## src/rtl/mm_ctrl_pkg.sv

```systemverilog
// Shared definitions for the main-memory access controller: FSM states,
// requester port ids and default bus geometry.
package mm_ctrl_pkg;

    localparam int unsigned DEF_ADDR_W      = 8;
    localparam int unsigned DEF_DATA_W      = 8;
    localparam int unsigned DEF_WAIT_CYCLES = 2;

    localparam logic PORT_I = 1'b0;
    localparam logic PORT_D = 1'b1;

    typedef enum logic [1:0] {
        IDLE   = 2'd0,
        ACCESS = 2'd1,
        RESP   = 2'd2
    } mm_state_e;

endpackage

```

## src/rtl/mm_rr_arb2.sv

```systemverilog
// Two-request round-robin arbiter; a tie goes to the port not granted last.
module mm_rr_arb2
    import mm_ctrl_pkg::*;
(
    input  logic clk,
    input  logic reset,
    input  logic i_req_i,
    input  logic d_req_i,
    input  logic accept_i,
    output logic gnt_c_o
);

    logic last_q;
    logic last_d;

    always_comb begin
        gnt_c_o = PORT_I;
        if (i_req_i && d_req_i) begin
            gnt_c_o = ~last_q;
        end else if (d_req_i) begin
            gnt_c_o = PORT_D;
        end
        last_d = accept_i ? gnt_c_o : last_q;
    end

    // Reset to data so that fetch wins the first tie.
    always_ff @(posedge clk) begin
        if (reset) begin
            last_q <= PORT_D;
        end else begin
            last_q <= last_d;
        end
    end

endmodule

```

## src/rtl/mm_access_ctrl.sv

```systemverilog
// Shares one level-sensitive MM port between a fetch and a data requester,
// holding each read/write strobe for WAIT_CYCLES clocks before completion.
module mm_access_ctrl
    import mm_ctrl_pkg::*;
#(
    parameter int unsigned ADDR_W      = DEF_ADDR_W,
    parameter int unsigned DATA_W      = DEF_DATA_W,
    parameter int unsigned WAIT_CYCLES = DEF_WAIT_CYCLES
) (
    input  logic              clk,
    input  logic              reset,
    input  logic              i_req,
    input  logic [ADDR_W-1:0] i_addr,
    output logic              i_done,
    output logic [DATA_W-1:0] i_rdata,
    input  logic              d_req,
    input  logic              d_we,
    input  logic [ADDR_W-1:0] d_addr,
    input  logic [DATA_W-1:0] d_wdata,
    output logic              d_done,
    output logic [DATA_W-1:0] d_rdata,
    output logic              mm_read,
    output logic              mm_write,
    output logic [ADDR_W-1:0] mm_addr,
    output logic [DATA_W-1:0] mm_wdata,
    input  logic [DATA_W-1:0] mm_rdata,
    output logic              busy,
    output logic              owner
);

    localparam int unsigned       CNT_W    = $clog2(WAIT_CYCLES + 1);
    localparam logic [CNT_W-1:0] CNT_LOAD = CNT_W'(WAIT_CYCLES - 1);

    mm_state_e         state_q,   state_d;
    logic [CNT_W-1:0]  cnt_q,     cnt_d;
    logic              owner_q,   owner_d;
    logic              we_q,      we_d;
    logic [ADDR_W-1:0] addr_q,    addr_d;
    logic [DATA_W-1:0] wdata_q,   wdata_d;
    logic [DATA_W-1:0] i_rdata_q, i_rdata_d;
    logic [DATA_W-1:0] d_rdata_q, d_rdata_d;
    logic              rd_q,      rd_d;
    logic              wr_q,      wr_d;
    logic              i_done_q,  i_done_d;
    logic              d_done_q,  d_done_d;
    logic              busy_q,    busy_d;
    logic              accept_c;
    logic              gnt_c;

    mm_rr_arb2 u_arb (
        .clk      (clk),
        .reset    (reset),
        .i_req_i  (i_req),
        .d_req_i  (d_req),
        .accept_i (accept_c),
        .gnt_c_o  (gnt_c)
    );

    // Next-state and registered-output logic; strobes only ever come from flops.
    always_comb begin
        state_d   = state_q;
        cnt_d     = cnt_q;
        owner_d   = owner_q;
        we_d      = we_q;
        addr_d    = addr_q;
        wdata_d   = wdata_q;
        i_rdata_d = i_rdata_q;
        d_rdata_d = d_rdata_q;
        rd_d      = 1'b0;
        wr_d      = 1'b0;
        i_done_d  = 1'b0;
        d_done_d  = 1'b0;
        busy_d    = 1'b0;
        accept_c  = 1'b0;

        case (state_q)
            IDLE: begin
                if (i_req || d_req) begin
                    accept_c = 1'b1;
                    state_d  = ACCESS;
                    cnt_d    = CNT_LOAD;
                    owner_d  = gnt_c;
                    busy_d   = 1'b1;
                    if (gnt_c == PORT_D) begin
                        we_d    = d_we;
                        addr_d  = d_addr;
                        wdata_d = d_wdata;
                    end else begin
                        we_d    = 1'b0;
                        addr_d  = i_addr;
                    end
                    rd_d = ~we_d;
                    wr_d = we_d;
                end
            end
            ACCESS: begin
                busy_d = 1'b1;
                if (cnt_q == '0) begin
                    state_d = RESP;
                    if (owner_q == PORT_D) begin
                        d_done_d = 1'b1;
                    end else begin
                        i_done_d = 1'b1;
                    end
                    if (!we_q) begin
                        if (owner_q == PORT_D) begin
                            d_rdata_d = mm_rdata;
                        end else begin
                            i_rdata_d = mm_rdata;
                        end
                    end
                end else begin
                    cnt_d = cnt_q - CNT_W'(1);
                    rd_d  = ~we_q;
                    wr_d  = we_q;
                end
            end
            RESP: begin
                state_d = IDLE;
            end
            default: begin
                state_d = IDLE;
            end
        endcase
    end

    always_ff @(posedge clk) begin
        if (reset) begin
            state_q   <= IDLE;
            cnt_q     <= '0;
            owner_q   <= PORT_I;
            we_q      <= 1'b0;
            addr_q    <= '0;
            wdata_q   <= '0;
            i_rdata_q <= '0;
            d_rdata_q <= '0;
            rd_q      <= 1'b0;
            wr_q      <= 1'b0;
            i_done_q  <= 1'b0;
            d_done_q  <= 1'b0;
            busy_q    <= 1'b0;
        end else begin
            state_q   <= state_d;
            cnt_q     <= cnt_d;
            owner_q   <= owner_d;
            we_q      <= we_d;
            addr_q    <= addr_d;
            wdata_q   <= wdata_d;
            i_rdata_q <= i_rdata_d;
            d_rdata_q <= d_rdata_d;
            rd_q      <= rd_d;
            wr_q      <= wr_d;
            i_done_q  <= i_done_d;
            d_done_q  <= d_done_d;
            busy_q    <= busy_d;
        end
    end

    assign mm_read  = rd_q;
    assign mm_write = wr_q;
    assign mm_addr  = addr_q;
    assign mm_wdata = wdata_q;
    assign i_done   = i_done_q;
    assign d_done   = d_done_q;
    assign i_rdata  = i_rdata_q;
    assign d_rdata  = d_rdata_q;
    assign busy     = busy_q;
    assign owner    = owner_q;

endmodule

```

## config.mk

```make
export PLATFORM = sky130hd
export DESIGN_NAME = mm_access_ctrl
export DESIGN_NICKNAME = d
export VERILOG_FILES = /design/src/rtl/mm_ctrl_pkg.sv /design/src/rtl/mm_rr_arb2.sv /design/src/rtl/mm_access_ctrl.sv
export SDC_FILE = /design/constraint.sdc
export NUM_CORES = 1
export LEC_CHECK = 0
export ABC_AREA = 1
export ABC_CLOCK_PERIOD_IN_PS = 1450
export BUFFER_PORTS_ARGS = -buffer_cell sky130_fd_sc_hd__buf_2
export CORE_ASPECT_RATIO = 1.4
export CORE_MARGIN = 3
export CORE_UTILIZATION = 40
export DETAILED_ROUTE_END_ITERATION = 16
export HOLD_SLACK_MARGIN = 0.12
export PLACE_DENSITY = 0.66
export SETUP_SLACK_MARGIN = 0.3
export SYNTH_ARGS = -nofsm -noshare
export SYNTH_HDL_FRONTEND = slang
export SYNTH_SLANG_ARGS = --single-unit
```

## constraint.sdc

```tcl
create_clock -name clk -period 1.45 [get_ports clk]
set_clock_uncertainty 0.05 [all_clocks]
set_input_delay 0.2175 -clock clk [delete_from_list [all_inputs] [get_ports clk]]
set_output_delay 0.2175 -clock clk [all_outputs]
set_load 0.01 [all_outputs]
```

======== Word-level counts from Yosys, hierarchy flattened ========
Index checks and enable logic that the tools add are counted.
cells by class
  add/subtract/negate cells ............... 1
  eq/ne operators ......................... 4
  mux-type cells .......................... 22
  bitwise logic cells ..................... 6
  reductions and logical operators ........ 12
operators by type and width
  operator                                           count
  2-to-1 mux 1 bit                                   13
  2-to-1 mux 8 bit                                   1
  case mux 2 bit (2 select lines)                    2
  AND reduction 4 bit                                2
  2-to-1 mux 2 bit                                   3
  != test 2 bit (second input constant)              3
  NOT 1 bit                                          6
  case mux 1 bit (2 select lines)                    3
  AND reduction 3 bit                                2
  zero test 2 bit                                    2
  AND reduction 2 bit                                2
  OR reduction 3 bit                                 1
  == test 2 x 1 -> 1 bit (second input constant)     1
  nonzero test 2 bit                                 1
  subtractor 2 x 1 -> 2 bit (second input constant)  1
  logical AND 1 bit                                  1
  logical OR 1 bit                                   1
word-level totals
  flip-flop bits (word level) ............. 44
  input port bits ......................... 37
  output and inout bits ................... 38
  word-level logic and storage cells ...... 59

======== Logic depth before layout (Yosys ltp) ========
Gate-level depths: netlist (run 1).
  depth after elaboration ................. 8
  depth in mapped cells ................... 8
  mapped depth without buffers ............ 8

======== By module ========
Synthesis (run 1) repeated with hierarchy kept, for this count alone.
unflattened totals
  cell total of the unflattened synthesis .. 273
  area total of the unflattened synthesis .. 1868.0 um2
modules (own cells, without submodules)
  module          times used  cells each  area each (um2)  seq. area each (um2)
  mm_access_ctrl  1           266         1820.5           860.8
  mm_rr_arb2      1           7           47.5             20.0

======== Worst setup path before layout (run 1) ========
OpenSTA, ideal clock, no wires.
  path kind ............................... register -> register
  start point ............................. register cnt_q[0]
  end point ............................... register i_rdata_q[0], in the netlist i_rdata[0]
  setup time .............................. 0.064 ns
  arrival time ............................ 1.128 ns
  data required time ...................... 1.336 ns
  slack ................................... 0.208 ns
  stages on the path, launching flop included .. 9
  buffers on the path ..................... 0
  clock period less this slack ............ 1.242 ns
  cell sequence ........................... dfxtp_1 inv_1 ha_1 inv_1 nor2_4 inv_1 nor2_4 nor2_1 nor2_1
on the way
  longest elaborated chain between the ends .. 2
ends and longest elaborated chain
  element                        RTL line               RTL
  start: declaration             mm_access_ctrl.sv:35   logic [CNT_W-1:0] cnt_q, cnt_d;
  start signal: assignment       mm_access_ctrl.sv:144  cnt_q <= cnt_d;
  zero test 2 bit                mm_access_ctrl.sv:98   if (cnt_q == '0) begin
  AND reduction 4 bit (no line)  --
  end signal: assignment         mm_access_ctrl.sv:149  i_rdata_q <= i_rdata_d;
  end: declaration               mm_access_ctrl.sv:40   logic [DATA_W-1:0] i_rdata_q, i_rdata_d;
No other way between the ends.
A chain may end at the register's enable or synchronous reset.

======== Worst setup path after layout (run 1) ========
  start point ............................. register cnt_q[0]
  end point ............................... register i_rdata_q[7], in the netlist i_rdata[7]
Same word-level chain as after synthesis.

==> results.cfg, run 1 <==
[clocking]
cts-root-buf = clkbuf_8
clk_path_buf_depth = 2
cts_buffers = 5
path_clk_slew_ps = 80
htree_levels = 2
cts_tree = done
cts_sinks = 44
clk_latency_ps = 290

[outcome]
status = completed

[worst_setup_path]
required_ps = 1630
r2r-start = cnt_q[0]
critPathArrivalTime_ps = 1440
critPathMaxFanout = 8
startpoint_type = register
cp_cell_sequence = inv_2 > ha_4 > inv_4 > nor2_4 > inv_2 > nor2_4 > nor2_1 > nor2_1
cp_slowest_stage_delay_ps = 330
r2r_slack_ps = 200
cp-startpoint = cnt_q[0]
worst-r2r-cell-count = 8
rr_endpoint = i_rdata[7]
crit_end = i_rdata[7]
slowest_stage = dfxtp_2
critPathKind = register to register
worst_setup_path_end_kind = register
path_buf_inv = 3
worst-path-stages = 8
crit_family = simple AND/OR/NAND/NOR gates

[grt]
grt_pass1_vias = 1862
grt_usage_pct = 17.31
grt_remaining_overflow = 0
grt_max_degree = 18
antenna_found_initial = 0
grt_pass1_wl_um = 7555

[timing]
slew_headroom_pct = 83.93
tns_ps = 0
worstMarginPinSlew_ps = 240.5
drv_slew = 0
timing.final.crit_share_pct = 86.31
finalHoldViolations = 0
rsz0062_at_grt = yes
timing.fmax_mhz = 799.0
final-setup-viol-count = 0
period_needed_ps = 1252

[floorplanning]
die_w_um = 63.41
rows = 28
die-height_um = 86.37
initial_core_util_pct = 42.48
core_mm2 = 0.004344
dieArea_mm2 = 0.005476
pin_count = 75

[detailed_routing]
vias_per_cell = 4.504
totalWireLength_um = 4604
num_vias = 1869
drtAntennaViolNets = 0
drtIter0Drc = 45
dr.pass1.iters = 4
wire_per_inst_um = 11.09
drc = 0

[placed_design]
dp_hpwl_um = 3276
portBuffers = 74
place.gp.congestion = 0.7414

[pwr]
power_density_mw_per_mm2 = 1193
finalPower_w = 0.003070
p_leak_nw = 1.362
peakVddDrop_uv = 568.5

[min_path]
hold_class = input port to register
min_from = d_wdata[3]

[cells_and_area]
area_growth_pct = 39.39
n_antenna_cell = 0
mostFrequentLayoutCells = nor2_1 (77), buf_2 (74), nand2_1 (44)
final_common_cell = nor2_1
drive_gt1_share_pct = 34.65
final.fill_count = 453
num-nets-final = 392

[yosys]
synth_cell_types = 14
avgSynthCellArea_um2 = 7.044
yosys_warnings = 0
syn_inst = 262
synth.net_count = 300
syn_area_mm2 = 0.001846
ys_seq_area_share_pct = 47.73
synth-seq-cells = 44

[run]
drv_cap = 0
sequential cells by signal (all words and copies together), names as in the netlist:
signal / cells
busy: 1
cnt_q: 2
d_done: 1
d_rdata: 8
i_done: 1
i_rdata: 8
mm_addr: 8
mm_read: 1
mm_wdata: 8
mm_write: 1
owner: 1
state_q: 2
u_arb.last_q: 1
we_q: 1
layer usage:
layer	up-vias	track usage (%)	wire, um
met5	-	0	0
met4	0	7.662	68
met3	6	4.799	255
met2	47	33.84	2522
met1	827	16.48	1758
li1	989	-	-
cell type report:
class,instances,area [um2],share of cell area [%]
clock buffer,6,72.57,2.821
timing repair buffer,92,543.0,21.11
multi-input combinational,180,834.6,32.44
inverter,31,121.4,4.718
tap,60,75.07,2.918
clock inverter,2,35.03,1.362
sequential,44,890.9,34.63
where the power goes:
part	switching (W)	leakage (nW)	internal (W)
Clock	0.000398	0.0552	0.000511
Combinational	0.000422	0.944	0.000347
Sequential	0.0000653	0.363	0.00133
through the flow:
step | hold slack (ps) | utilization (%) | setup WS, ps | instance area [um2] | std cells
global placement | 392.8 | 52.33 | 175.0 | 2273 | 392
CTS | 120.6 | 58.01 | 229.0 | 2520 | 412
global route | 151.3 | 59.22 | 94.87 | 2572 | 415
detailed placement | 396.7 | 52.33 | 150.9 | 2273 | 392
floorplan | 332.3 | - | 308.4 | 1859 | 262
finish | 132.3 | 59.22 | 198.5 | 2572 | 415
repair_timing:
item                                    4_1_cts  5_1_grt
gates cloned                                  0        0
pin swaps                                     9        5
buffers inserted                             10        3
gates resized for setup                      12        8
hold buffers                                  2        0
endpoints found under the setup margin       38       41
hold endpoints to repair                      1        0
synthesized netlist by cell type (all sizes together):
library cell / count / area share, %
nand4: 1 / 0.34
dfxtp: 44 / 48
nand2: 48 / 10
buf: 7 / 2.9
o21ai: 17 / 4.6
a21oi: 7 / 1.9
nor2: 84 / 20
inv: 31 / 6.3
nand3: 22 / 6.0
ha: 1 / 0.68
cells by family (layout without fill, tap and decap cells):
logic type	Yosys count	in the layout	share of synthesized area, %
buffers and inverters	38	131	9.220
and+or+nand+nor	155	155	35.86
adders and majority gates	1	1	0.6779
DFF	44	44	47.73
AOI/OAI and AO/OA	24	24	6.508
worst register-to-register path, delay by kind of cell, from the launching register on:
| family | cells | cell delay (ps) |
|---|---|---|
| adders and majority gates | 1 | 150 |
| and+or+nand+nor | 4 | 500 |
| DFF | 1 | 330 |
| buffers and inverters | 3 | 170 |
worst min-delay path by stage:
stage,endpoint,slack [ps],depth (start not counted)
after floorplan,mm_write,330,2
after global placement,i_rdata[5],390,2
after detailed placement,i_rdata[6],400,2
after CTS,mm_read,120,2
after global routing,mm_wdata[3],150,3
final,mm_wdata[3],130,3
Power figures use the tool's default switching activity.
==> run 2: changes to the inputs <==
--- a/config.mk
+++ b/config.mk
@@ -6,7 +6,7 @@
 export NUM_CORES = 1
 export LEC_CHECK = 0
 export ABC_AREA = 1
-export ABC_CLOCK_PERIOD_IN_PS = 1450
+export ABC_CLOCK_PERIOD_IN_PS = 1500
 export BUFFER_PORTS_ARGS = -buffer_cell sky130_fd_sc_hd__buf_2
 export CORE_ASPECT_RATIO = 1.4
 export CORE_MARGIN = 3
@@ -14,6 +14,7 @@
 export DETAILED_ROUTE_END_ITERATION = 16
 export HOLD_SLACK_MARGIN = 0.12
 export PLACE_DENSITY = 0.66
+export RECOVER_POWER = 50
 export SETUP_SLACK_MARGIN = 0.3
 export SYNTH_ARGS = -nofsm -noshare
 export SYNTH_HDL_FRONTEND = slang
==> constraint.sdc (replaced) <==
create_clock -name clk -period 1.5 [get_ports clk]
set_clock_uncertainty 0.05 [all_clocks]
set_input_delay 0.225 -clock clk [delete_from_list [all_inputs] [get_ports clk]]
set_output_delay 0.225 -clock clk [all_outputs]
set_load 0.01 [all_outputs]
==> run 2 against run 1 <==
Against the previous run: count of clock-buffer cells in the layout up 1; total power down 1.1%; cell count down 1.2%; first-iteration DRC count up 49%; critical endpoint is now mm_wdata[4]; critical path type unchanged; worst setup slack better by 32 ps; largest cell class unchanged; final area down 1.5%; maximum frequency down 1.5%; core utilization down 0.89 points.
==> results.cfg, run 2 (synthesis results as in run 1) <==
[outcome]
status = completed

[clocking]
cts-root-buf = clkbuf_8
clk_latency_ps = 290
htree_levels = 2
clk_path_buf_depth = 2
cts_buffers = 5
cts_sinks = 44
cts_tree = done
path_clk_slew_ps = 80

[floorplanning]
die_w_um = 63.41
pin_count = 75
core_mm2 = 0.004344
rows = 28
die-height_um = 86.37
initial_core_util_pct = 42.48
dieArea_mm2 = 0.005476

[cells_and_area]
area_growth_pct = 37.29
mostFrequentLayoutCells = nor2_1 (78), nand2_1 (44), dfxtp_1 (41)
final-seq-area_um2 = 887.1
num-nets-final = 387
multi_input_area_um2 = 853.3
final.fill_count = 466
drive_gt1_share_pct = 23.71
final_common_cell = nor2_1
n_antenna_cell = 0

[timing]
slew_headroom_pct = 76.27
tns_ps = 0
finalHoldViolations = 0
worstMarginPinSlew_ps = 355.6
rsz0062_at_grt = yes
setup_ws_ps = 230.0
drv_slew = 0
period_needed_ps = 1270
timing.final.crit_share_pct = 84.67
final-setup-viol-count = 0
timing.fmax_mhz = 787.4

[placed_design]
post-place-ws_ps = 177.3
dp_hpwl_um = 3182
place.gp.congestion = 0.7873
portBuffers = 74

[detailed_routing]
drtIter0Drc = 67
num_vias = 1880
drc = 0
totalWireLength_um = 4473
wire_per_inst_um = 10.91
vias_per_cell = 4.585
dr.pass1.iters = 4
drtAntennaViolNets = 0

[worst_setup_path]
required_ps = 1640
cp_cell_sequence = nor2_1 > nand3_2 > o21ai_0 > nor2_1
worst_setup_path_end_kind = register
rr_endpoint = mm_wdata[4]
cp_slowest_stage_delay_ps = 380
critPathArrivalTime_ps = 1410
critPathKind = register to register
r2r-start = state_q[0]
critPathMostFrequentCell = nor2_1
cp-startpoint = state_q[0]
critPathMaxFanout = 6
startpoint_type = register
worst-r2r-cell-count = 4
slowest_stage = dfxtp_4
r2r_slack_ps = 230

[pwr]
pwr-share-clk_pct = 32.6
intPower_w = 0.002163
seqPwrFrac_pct = 44.4
peakVddDrop_uv = 542.7
combPwrFrac_pct = 23.0
power_density_mw_per_mm2 = 1198
p_sw_w = 0.0008724
p_leak_nw = 1.202
netSwitchingFraction_pct = 28.74

[run]
drv_cap = 0

[min_path]
min_to = mm_wdata[1]
min_path_cells = 3
min_from = d_wdata[1]
hold_class = input port to register

[grt]
antenna_found_initial = 0
grt_pass1_vias = 1749
grt_remaining_overflow = 0
grt_max_degree = 26
grt_usage_pct = 16.62
grt_pass1_wl_um = 7403
## run 2: changes by cell type in the layout (fill, tap and decap cells not counted), sizes merged
cell         previous run  this run
clkbuf                  6        43
dlygate4sd3             2         1
clkinv                  1         0
nand3                  22        23
buf                    90        49
## run 2: power by group through the flow
stage / Clock (W) / Combinational [W] / Sequential, W
after global routing: 0.00106 / 0.000782 / 0.00137
after detailed placement: 0 / 0.000601 / 0.00137
final: 0.000988 / 0.000699 / 0.00135
after CTS: 0.00102 / 0.000662 / 0.00134
after floorplan: 0 / 0.000357 / 0.00141
after global placement: 0 / 0.000592 / 0.00136
## run 2: through the flow
stage | power, W | hold slack, ps | cells | util, % | area [um2]
floorplan | 0.001767 | 339.8 | 262 | - | 1848
global placement | 0.001956 | 399.7 | 391 | 52.19 | 2267
detailed placement | 0.001967 | 404.2 | 391 | 52.19 | 2267
CTS | 0.003020 | 121.6 | 405 | 57.00 | 2476
global route | 0.003212 | 146.9 | 410 | 58.32 | 2534
finish | 0.003035 | 128.1 | 410 | 58.32 | 2534
## run 2: worst max-delay path, delay by kind of cell, from the launching register on
kind	cells	cell delay [ps]
flip-flops	1	380
AO/OA/AOI/OAI	1	220
AND/OR/NAND/NOR	3	510
## run 2: metal layers
layer | share of wire [%] | GRT usage [%] | vias up
met3 | 5.7 | 4.540 | 10
met2 | 50 | 30.42 | 48
li1 | - | - | 978
met5 | 0 | 0 | -
met4 | 2.3 | 6.287 | 0
met1 | 42 | 18.07 | 844
## run 2: how the worst max path moves through the flow
stage	slack (ps)	cells past startpoint	to
2_1_floorplan	300	8	i_rdata[0]
3_3_place_gp	220	8	i_rdata[5]
3_5_place_dp	180	8	i_rdata[5]
4_1_cts	300	8	i_rdata[1]
5_1_grt	140	4	mm_wdata[4]
6_report	230	4	mm_wdata[4]
## run 2: what timing repair did
action,in CTS,in global routing
gates cloned,0,2
endpoints found under the hold margin,1,0
hold buffers,1,0
pin swaps,12,13
resized for setup,10,22
endpoints found under the setup margin,33,38
setup buffers,5,3
## run 2: layout make-up
type	count	area share, %
clock inverter	1	1.185
clock buffer	7	3.802
timing repair buffer	86	18.47
tap	60	2.963
inverter	31	4.889
multi-input combinational	181	33.68
sequential	44	35.01
==> run 3: changes to the inputs <==
--- a/config.mk
+++ b/config.mk
@@ -6,14 +6,14 @@
 export NUM_CORES = 1
 export LEC_CHECK = 0
 export ABC_AREA = 1
-export ABC_CLOCK_PERIOD_IN_PS = 1500
+export ABC_CLOCK_PERIOD_IN_PS = 1150
 export BUFFER_PORTS_ARGS = -buffer_cell sky130_fd_sc_hd__buf_2
 export CORE_ASPECT_RATIO = 1.4
 export CORE_MARGIN = 3
 export CORE_UTILIZATION = 40
 export DETAILED_ROUTE_END_ITERATION = 16
 export HOLD_SLACK_MARGIN = 0.12
-export PLACE_DENSITY = 0.66
+export PLACE_DENSITY = 0.69
 export RECOVER_POWER = 50
 export SETUP_SLACK_MARGIN = 0.3
 export SYNTH_ARGS = -nofsm -noshare
==> constraint.sdc (replaced) <==
create_clock -name clk -period 1.15 [get_ports clk]
set_clock_uncertainty 0.05 [all_clocks]
set_input_delay 0.1725 -clock clk [delete_from_list [all_inputs] [get_ports clk]]
set_output_delay 0.1725 -clock clk [all_outputs]
set_load 0.01 [all_outputs]
==> run 3 against run 2 <==
Against the previous run: the run now ends with setup timing left; first-iteration DRC count increased by 55%; sequential share of layout area decreased by 6.6 points; sequential power increased by 35%; clock power increased by 21%; critical path type unchanged; critical path depth increased by 3; via count increased by 7.9%; core utilization increased by 18 points; register-to-register slack got worse by 310 ps; largest cell class is now multi-input combinational cells; largest power group unchanged.
==> results.cfg, run 3 (synthesis results as in run 1) <==
[worst_setup_path]
cp_slowest_stage_delay_ps = 330
critPathKind = register to register
cp_cell_sequence = inv_2 > ha_4 > buf_4 > nand2_4 > nor2_4 > nor2_1 > nor2_1
crit_family = simple AND/OR/NAND/NOR gates
path_buf_inv = 2
startpoint_type = register
worst_setup_path_end_kind = register
rr_endpoint = d_rdata[4]
required_ps = 1330
critPathArrivalTime_ps = 1410
slowest_stage = dfxtp_2
worst-r2r-cell-count = 7
r2r-start = cnt_q[1]
critPathMostFrequentCell = nor2_1
r2r_slack_ps = -80
critPathMaxFanout = 8

[cells_and_area]
area_growth_pct = 80.41
final_cells = 438
finalInstanceArea_mm2 = 0.003329
multi_input_area_mm2 = 0.001080
mostFrequentLayoutCells = nor2_1 (59), buf_6 (42), buf_2 (36)
final_common_cell = nor2_1
drive_gt1_share_pct = 58.20
final_util_pct = 76.64
n_antenna_cell = 0
final-seq-area_um2 = 944.7
final.fill_count = 316
num-nets-final = 415

[detailed_routing]
drtIter0Drc = 104
dr.pass1.iters = 6
drtAntennaViolNets = 0
num_vias = 2029
totalWireLength_um = 5711
drc = 0
wire_per_inst_um = 13.04
vias_per_cell = 4.632

[floorplanning]
pin_count = 75
die_w_um = 63.41
rows = 28
dieArea_mm2 = 0.005476
core_mm2 = 0.004344
initial_core_util_pct = 42.48
die-height_um = 86.37

[min_path]
min_path_cells = 2
min_to = owner
hold_class = input port to register
min_from = reset

[grt]
grt_usage_pct = 19.64
antenna_found_initial = 0
grt_pass1_vias = 1995
grt_pass1_wl_um = 8687
grt_remaining_overflow = 0
grt_max_degree = 18

[timing]
whs_ps = 92.67
finalHoldViolations = 0
setup_ws_ps = -76.01
final-setup-viol-count = 16
timing.fmax_mhz = 815.7
timing.final.crit_share_pct = 106.6
period_needed_ps = 1226
rsz0062_at_grt = yes
drv_slew = 0
slew_headroom_pct = 84.47
tns_ps = -626.0
worstMarginPinSlew_ps = 233.0

[clocking]
cts_tree = done
cts_sinks = 44
cts_buffers = 5
clk_latency_ps = 300
clk_path_buf_depth = 2
cts_hold_buf = 8
path_clk_slew_ps = 90
htree_levels = 2
cts-root-buf = clkbuf_8

[placed_design]
dpl_cell_area_mm2 = 0.002416
dp.cells = 402
portBuffers = 74
place.gp.congestion = 0.7796
dp_hpwl_um = 3310

[pwr]
p_leak_nw = 1.594
power_density_mw_per_mm2 = 1345
peakVddDrop_uv = 812.3

[outcome]
status = finished, violations left
failed_checks = setup timing

[run]
drv_cap = 0
run 3: cell count changes in the layout (fill, tap and decap cells not counted), sizes merged:
cell,before,now
dlygate4sd3,1,8
clkinvlp,0,1
inv,31,32
clkbuf,43,9
nand3,23,22
buf,49,103
run 3: worst max path at each step:
stage	start	endpoint	slack, ps	cells after the start
2_1_floorplan	cnt_q[1]	i_rdata[0]	9	8
3_3_place_gp	cnt_q[1]	i_rdata[7]	-20	8
3_5_place_dp	cnt_q[1]	cnt_q[1]	-80	7
4_1_cts	cnt_q[1]	i_rdata[1]	-60	8
5_1_grt	cnt_q[1]	i_rdata[7]	-170	8
6_report	cnt_q[1]	d_rdata[4]	-80	7
run 3: layer usage:
| metal | global-route usage [%] | wire, um |
|---|---|---|
| met3 | 4.410 | 264 |
| met1 | 19.19 | 2068 |
| met4 | 5.305 | 131 |
| met5 | 0 | 0 |
| met2 | 40.21 | 3246 |
run 3: stage by stage:
step                      total power, W  setup slack, ps
final                           0.004480           -76.01
after global routing            0.004690           -174.7
after CTS                       0.004360           -62.03
after detailed placement        0.002715           -77.92
after global placement          0.002698           -16.19
after floorplan                 0.002333            8.576
run 3: power by group:
group	internal, W	total, W	leakage (nW)	switching, W
logic	0.000745	0.00145	1.16	0.000710
clock network	0.000654	0.00120	0.0548	0.000550
registers	0.00170	0.00182	0.378	0.000124
total	0.00310	0.00448	1.59	0.00138
run 3: final cells by class:
class / count / share of cell area [%]
multi-input cells: 180 / 32.43
inverters: 31 / 3.871
flip-flops and latches: 44 / 28.37
well taps: 60 / 2.255
clock inverters: 3 / 1.390
clock buffers: 5 / 2.067
repair buffers: 115 / 29.61
run 3: worst register-to-register path: stages, from the launching register on:
cell     delay, ps
dfxtp_2        330
inv_2           60
ha_4           150
buf_4          120
nand2_4         70
nor2_4         200
nor2_1          70
nor2_1         110
run 3: repair_timing:
| item | CTS | global route |
|---|---|---|
| pin swaps | 36 | 22 |
| gates resized for setup | 145 | 28 |
| hold endpoints to repair | 15 | 3 |
| endpoints found under the setup margin | 82 | 82 |
| setup buffers | 9 | 11 |
